==> config.mk <==
export PLATFORM = sky130hd
export DESIGN_NAME = instr_fetch_queue
export DESIGN_NICKNAME = d
export VERILOG_FILES = /design/src/rtl/instr_fetch_queue_pkg.sv /design/src/rtl/instr_fetch_queue_fifo.sv /design/src/rtl/instr_fetch_queue.sv
export SDC_FILE = /design/constraint.sdc
export NUM_CORES = 1
export LEC_CHECK = 0
export BUFFER_PORTS_ARGS = -buffer_cell sky130_fd_sc_hd__buf_2
export CORE_MARGIN = 2
export CORE_UTILIZATION = 55
export DETAILED_ROUTE_END_ITERATION = 6
export MAX_ROUTING_LAYER = met4
export PLACE_DENSITY = 0.81
export SLEW_MARGIN = 25
export SYNTH_ARGS = -nofsm -noshare
export SYNTH_HDL_FRONTEND = slang
export SYNTH_HIERARCHICAL = 1
export SYNTH_SLANG_ARGS = --single-unit
==> constraint.sdc <==
create_clock -name clk -period 4.2 [get_ports clk]
set_input_delay 0.63 -clock clk [delete_from_list [all_inputs] [get_ports clk]]
set_output_delay 0.63 -clock clk [all_outputs]
set_load 0.03 [all_outputs]
==> src/rtl/instr_fetch_queue_pkg.sv <==
// Shared constants for the instruction fetch path.
//   instr_size    : width of an instruction word
//   nop_instr     : addi x0,x0,0, shown to decode whenever no real instruction is available
//   fetch_state_t : fetch FSM states
package instr_fetch_queue_pkg;
    localparam int instr_size = 32;
    localparam logic [instr_size-1:0] nop_instr = 32'h0000_0013;

    typedef enum logic [1:0] {
        RESET = 2'd0,
        FETCH = 2'd1,
        DRAIN = 2'd2
    } fetch_state_t;
endpackage

==> src/rtl/instr_fetch_queue_fifo.sv <==
// fetch_fifo: synchronous FIFO of {pc, instr} pairs feeding the fetch output register.
//   i_clk, i_rst         : clock, synchronous active-high reset
//   i_clear              : drop all entries (flush)
//   i_push, i_push_pc/instr : write one entry at the tail
//   i_pop                : remove the head entry (caller only pops when non-empty)
//   o_head_pc/instr      : head entry
//   o_count              : number of valid entries, 0..DEPTH
module fetch_fifo
    import instr_fetch_queue_pkg::*;
#(
    parameter int DEPTH = 4,
    localparam int AW = $clog2(DEPTH),
    localparam int CW = AW + 1
) (
    input  logic                  i_clk,
    input  logic                  i_rst,
    input  logic                  i_clear,
    input  logic                  i_push,
    input  logic [31:0]           i_push_pc,
    input  logic [instr_size-1:0] i_push_instr,
    input  logic                  i_pop,
    output logic [31:0]           o_head_pc,
    output logic [instr_size-1:0] o_head_instr,
    output logic [CW-1:0]         o_count
);
    logic [31:0]           r_pc    [DEPTH];
    logic [instr_size-1:0] r_instr [DEPTH];
    logic [AW-1:0]         r_wptr;
    logic [AW-1:0]         r_rptr;
    logic [CW-1:0]         r_count;

    // Storage needs no reset; validity is tracked by the pointers/count.
    always_ff @(posedge i_clk) begin
        if (i_push && !i_clear) begin
            r_pc[r_wptr]    <= i_push_pc;
            r_instr[r_wptr] <= i_push_instr;
        end
    end

    always_ff @(posedge i_clk) begin
        if (i_rst || i_clear) begin
            r_wptr  <= '0;
            r_rptr  <= '0;
            r_count <= '0;
        end else begin
            // DEPTH is a power of two, so pointers wrap naturally.
            if (i_push) r_wptr <= r_wptr + AW'(1);
            if (i_pop)  r_rptr <= r_rptr + AW'(1);
            case ({i_push, i_pop})
                2'b10:   r_count <= r_count + CW'(1);
                2'b01:   r_count <= r_count - CW'(1);
                default: r_count <= r_count;
            endcase
        end
    end

    assign o_head_pc    = r_pc[r_rptr];
    assign o_head_instr = r_instr[r_rptr];
    assign o_count      = r_count;
endmodule

==> src/rtl/instr_fetch_queue.sv <==
// instr_fetch_queue: issues sequential fetches, buffers returned words and
// presents one instruction per cycle to the control unit.
//   clk, rst                          : clock, synchronous active-high reset
//   imem_req/addr/ready               : request channel to instruction memory
//   imem_rvalid/rdata                 : in-order read responses
//   stall                             : decode holds the current instruction
//   chng2nop, redirect_pc             : flush wrong-path work and refetch from redirect_pc
//   instr_out, pc_out, instr_valid    : registered instruction to decode
module instr_fetch_queue
    import instr_fetch_queue_pkg::*;
#(
    parameter int          DEPTH    = 4,
    parameter logic [31:0] RESET_PC = 32'h0000_0000
) (
    input  logic                  clk,
    input  logic                  rst,
    output logic                  imem_req,
    output logic [31:0]           imem_addr,
    input  logic                  imem_ready,
    input  logic                  imem_rvalid,
    input  logic [instr_size-1:0] imem_rdata,
    input  logic                  stall,
    input  logic                  chng2nop,
    input  logic [31:0]           redirect_pc,
    output logic [instr_size-1:0] instr_out,
    output logic [31:0]           pc_out,
    output logic                  instr_valid
);
    localparam int CW = $clog2(DEPTH) + 1;

    fetch_state_t          r_state, w_state_nxt;
    logic [31:0]           r_fetch_pc;
    logic [31:0]           r_resp_pc;      // PC of the next response that will be kept
    logic [CW-1:0]         r_outstanding;
    logic [CW-1:0]         r_drop_cnt;
    logic [instr_size-1:0] r_instr_out;
    logic [31:0]           r_pc_out;
    logic                  r_instr_valid;

    logic [CW-1:0]         w_count;
    logic [31:0]           w_head_pc;
    logic [instr_size-1:0] w_head_instr;
    logic                  w_credit, w_req, w_issue;
    logic                  w_resp_ok, w_bypass, w_push, w_pop, w_empty;
    logic [CW-1:0]         w_drop_nxt;

    // Credit covers buffered plus in-flight words, so every response has a slot.
    assign w_credit  = ({1'b0, w_count} + {1'b0, r_outstanding}) < (CW+1)'(DEPTH);
    assign w_issue   = w_req && imem_ready;
    assign w_empty   = (w_count == '0);
    // A response in the flush cycle is wrong-path and never kept.
    assign w_resp_ok = imem_rvalid && (r_drop_cnt == '0) && !chng2nop;
    // Empty queue and decode ready: the response goes straight to the output
    // register, giving one-cycle response-to-decode latency.
    assign w_bypass  = w_resp_ok && w_empty && !stall;
    assign w_push    = w_resp_ok && !w_bypass;
    assign w_pop     = !chng2nop && !stall && !w_empty;

    always_comb begin
        w_drop_nxt = r_drop_cnt;
        if (chng2nop)
            w_drop_nxt = r_outstanding - CW'(imem_rvalid);
        else if (imem_rvalid && (r_drop_cnt != '0))
            w_drop_nxt = r_drop_cnt - CW'(1);
    end

    // The request is gated by rst directly so the first cycle out of reset
    // already fetches RESET_PC while the state register is leaving RESET.
    always_comb begin
        w_state_nxt = r_state;
        w_req       = 1'b0;
        case (r_state)
            RESET:        w_state_nxt = FETCH;
            FETCH, DRAIN: w_state_nxt = (w_drop_nxt != '0) ? DRAIN : FETCH;
            default:      w_state_nxt = FETCH;
        endcase
        if (!rst && !chng2nop && w_credit) w_req = 1'b1;
    end

    always_ff @(posedge clk) begin
        if (rst) r_state <= RESET;
        else     r_state <= w_state_nxt;
    end

    always_ff @(posedge clk) begin
        if (rst) begin
            r_fetch_pc    <= RESET_PC;
            r_resp_pc     <= RESET_PC;
            r_outstanding <= '0;
            r_drop_cnt    <= '0;
        end else begin
            r_outstanding <= r_outstanding + CW'(w_issue) - CW'(imem_rvalid);
            r_drop_cnt    <= w_drop_nxt;
            if (chng2nop) begin
                r_fetch_pc <= redirect_pc;
                r_resp_pc  <= redirect_pc;
            end else begin
                if (w_issue)   r_fetch_pc <= r_fetch_pc + 32'd4;
                if (w_resp_ok) r_resp_pc  <= r_resp_pc + 32'd4;
            end
        end
    end

    always_ff @(posedge clk) begin
        if (rst || chng2nop) begin
            r_instr_out   <= nop_instr;
            r_instr_valid <= 1'b0;
            if (rst) r_pc_out <= '0;
        end else if (!stall) begin
            if (w_pop) begin
                r_instr_out   <= w_head_instr;
                r_pc_out      <= w_head_pc;
                r_instr_valid <= 1'b1;
            end else if (w_bypass) begin
                r_instr_out   <= imem_rdata;
                r_pc_out      <= r_resp_pc;
                r_instr_valid <= 1'b1;
            end else begin
                r_instr_out   <= nop_instr;
                r_instr_valid <= 1'b0;
            end
        end
    end

    fetch_fifo #(.DEPTH(DEPTH)) u_fifo (
        .i_clk        (clk),
        .i_rst        (rst),
        .i_clear      (chng2nop),
        .i_push       (w_push),
        .i_push_pc    (r_resp_pc),
        .i_push_instr (imem_rdata),
        .i_pop        (w_pop),
        .o_head_pc    (w_head_pc),
        .o_head_instr (w_head_instr),
        .o_count      (w_count)
    );

    assign imem_req    = w_req;
    assign imem_addr   = r_fetch_pc;
    assign instr_out   = r_instr_out;
    assign pc_out      = r_pc_out;
    assign instr_valid = r_instr_valid;
endmodule

==> impl_summary.txt <==
----------------------------------------------------
[CTS]
  Postcts setup bufs ... 0
  Maximum buffer depth of the clock tree ... 3
  CTS buffer count ... 40
  Root Buffer Master ... clkbuf_16
  Sinks on the clock net ... 400
  Deepest level of the CTS H-tree ... 2
  Quantity of gates resized following cts ... 0
  Clock tree from TritonCTS ... built
  Number of hold-repair buffers added at the cts stage ... 0
  CTS clock-pin slew for the worst setup and hold paths ... 0.06 ns
  Clock latency on the worst-skew pair ... about 0.53 ns

[Synth]
  Cell accounting for the most synthesized area ... edfxtp_1
  Seq cells post-synth ... 400
  Cells taking the most area after synthesis ... edfxtp_1 53%, dfxtp_1 14%, mux4_2 8.3%
  Synthesized net count ... ~1200
  Sequential element share of the synthesized area ... 0.6672
  Post-synthesis area per instance ... 14.64 sq um
  Most common flop cell mapped by yosys ... edfxtp_1
  Fraction of registers with async set/reset ... 0
  Yosys cell types ... 67
  Count of synthesis-stage warnings from yosys ... 6
  Most numerous cell types in the synthesized netlist ... 288 x edfxtp_1, 112 x dfxtp_1, 109 x nand2_1
  Mapped Cells ... 1115
  Leading cell type by number of instances after synthesis ... edfxtp_1
  EDFF count, synth ... 288
  Share of the synthesized area in the top cell type ... 0.5299
  Post-synthesis instance area ... 16320 sq um

[Global routing]
  Wire length of the first global-routing pass ... 56170 microns
  GR Overflow Total ... 0
  GR peak layer ... met2
  Number of antenna violations at the first check in global routing ... 0
  Fraction of met3 tracks used by global routing ... 0.03338
  Vias in the first global route ... 10031
  Maximum number of pins on one net before global-route repair ... between 60 and 70
  Met1 demand-to-capacity share in global routing ... 0.3412
  Overall routing resource usage ... 0.2386
  Met2 usage ... 0.3619

[Worst setup path]
  Register-to-Register Setup Slack ... 1.13 ns
  Biggest fanout along the worst timing path ... 24
  Endpoint of the most critical register-to-register path ... r_outstanding[2]
  CP peak stage delay ... 0.43 ns
  R2R Path Start ... r_outstanding[2]
  Worst reg-to-reg path cell count ... 12
  Data required time at the worst endpoint ... 4.57 ns
  Category of the most critical setup path ... reg2reg
  Cell-by-cell listing of the critical path ... ha_1 -> nor3_1 -> and4_1 -> buf_4 -> inv_1 -> ha_1 -> inv_1 -> ha_1 -> inv_1 -> fa_1 -> xnor2_1 -> nor2_1
  Startpoint type of the worst setup path ... flip-flop
  Critical path capture point type ... flip-flop
  Slowest cell on crit path ... ha_1
  Signal arrival time at the worst endpoint ... 3.45 ns

[Route]
  DR vias/cell ... 6.171
  Antenna Violating Nets Remaining ... 0
  Total DRC errors in the routed layout ... 1
  Number of detailed-route iterations in the first pass ... 7
  Routed wire length ... 36090 microns
  Post-detailed-route wirelength per cell ... 21.30 microns
  Total via count after detailed routing ... 10453
  1st-iter DRT viols ... approximately 1300

[Power]
  Power Dens Cells ... roughly 450 nW/um^2
  Static power due to leakage ... 6.596 nW
  Total power of the final layout ... between 8 and 9 mW
  Maximum vdd drop ... 0.0003142 V

[Worst hold path]
  Kind of path behind the tightest hold check ... in2reg
  Hold Path Stages ... 1
  Startpoint of the worst hold path ... imem_rdata[13]
  Hold-critical path endpoint ... u_fifo/r_instr[0][13]

[Placement]
  GP Congestion ... 0.8653
  Placed instance count ... between 1500 and 2000
  DPL Wire Length ... 21220 microns
  Number of buffers added on ports ... 167
  Placed Area ... 17490 sq um

[Timing]
  Worst Clk Skew ... about 0.021 ns
  Unrepaired setup endpoints after global routing ... false
  Accumulated negative setup slack ... 0 ns
  Number of setup violations in the final report ... 0
  Remaining max-slew budget at the tightest pin ... 0.3772
  Top achievable clock speed ... roughly 0.33 GHz
  Final slew viol count ... 0
  Tightest Pin Transition ... slightly above 0.9 ns
  Time the worst path needs with I/O delays and setup ... 3.071 ns
  Final count of hold timing violations ... 0
  Worst hold slack ... around 0.34 ns
  Share of the clock period used by the worst path ... 0.7312

[Die]
  Chip Width ... 176.3 microns
  Core Box Area ... around 29000 sq um
  Chip Height ... 176.3 microns
  Total number of placement rows ... 63
  IO Count ... 168
  Initial core utilization ... 0.5551
  Area of the die ... 31070 sq um

[Layout]
  Number of cells in the finished layout apart from fillers ... 1694
  Final standard cell area without fillers ... 18770 sq um
  Antenna diode instance count ... 0
  Layout Nets ... between 1000 and 1500
  Area added between synthesis and finish ... 15.02%
  Layout cell share with drive strength beyond 1 ... 0.2561

[Outcome]
  Failing checks ... DRC
  Run status ... finished, violations left

[Job]
  Number of maximum-capacitance constraint violations ... 0

----------------------------------------------------
==> cell usage in the layout (no fill, tap or decap), types with 20 or more instances in the layout <==
cell and count:
edfxtp_1 288, buf_2 167, dfxtp_1 110, nand2_1 109, nor2_1 77, a21oi_1 60
mux4_2 60, clkbuf_16 40, a222oi_1 29, inv_1 26, xnor2_1 26, nand4_1 24
nand3_1 21, xor2_1 20
==> cells by family (layout without fill, tap and decap cells) <==
| kind of cell | Yosys count | in the layout | share of synthesized area |
|---|---|---|---|
| adder cells (fa/ha/maj) | 17 | 17 | 0.01395 |
| buffers and inverters | 97 | 286 | 0.03036 |
| multiplexers | 71 | 71 | 0.09368 |
| AND/OR/NAND/NOR | 312 | 312 | 0.09743 |
| flip-flops | 400 | 400 | 0.6672 |
| XOR/XNOR | 46 | 46 | 0.02468 |
| AO/OA/AOI/OAI | 172 | 172 | 0.07267 |
==> area by class of cell <==
class,instances,area [sq um]
inverters,29,110.1
fillers,2037,10630
clock inverters,20,193.9
multi-input cells,618,4941
well taps,390,488.0
clock buffers,52,1086
repair buffers,185,1059
flip-flops and latches,400,10900
==> metal layers <==
layer	share of wire	up-vias
met3	0.090	69
met4	0.025	0
met5	0	-
met1	0.42	5151
li1	-	4617
met2	0.47	616
==> power breakdown <==
part / total, mW / switching [mW] / internal, mW
combinational: 0.583 / 0.374 / 0.208
sequential: 4.47 / 0.122 / 4.35
clock: 3.46 / 1.45 / 2.02
total: 8.52 / 1.94 / 6.58
==> flip-flops by register name, summed over array words and instances, names as in the netlist, 32 cells and up, named ones only <==
register	count
pc_out	32
u_fifo/r_pc	128
imem_addr	32
u_fifo/r_instr	128
r_resp_pc	32
instr_out	32
==> worst max-delay path, delay by kind of cell (launching register included) <==
family | cells | cell delay, ns
XOR/XNOR | 1 | 0.16
adder cells (fa/ha/maj) | 4 | 1.17
buffers and inverters | 4 | 0.75
flip-flops | 1 | 0.39
AND/OR/NAND/NOR | 3 | 0.47
==> metrics by stage <==
step,utilization,setup WS (ns)
global route,0.6385,0.8846
global placement,0.5949,0.9274
detailed placement,0.5949,0.8542
CTS,0.6385,1.118
floorplan,-,0.2950
finish,0.6385,1.129
==> worst max path at each step <==
stage | startpoint | end | slack (ns) | cells after the start
floorplan | chng2nop | u_fifo/r_instr[0][0] | 0.30 | 8
global placement | chng2nop | r_outstanding[2] | 0.93 | 12
detailed placement | stall | u_fifo/o_count[2] | 0.85 | 10
CTS | r_outstanding[2] | r_outstanding[2] | 1.12 | 12
global route | r_outstanding[2] | r_outstanding[2] | 0.88 | 12
finish | r_outstanding[2] | r_outstanding[2] | 1.13 | 12
(Power assumes the default switching activity.)
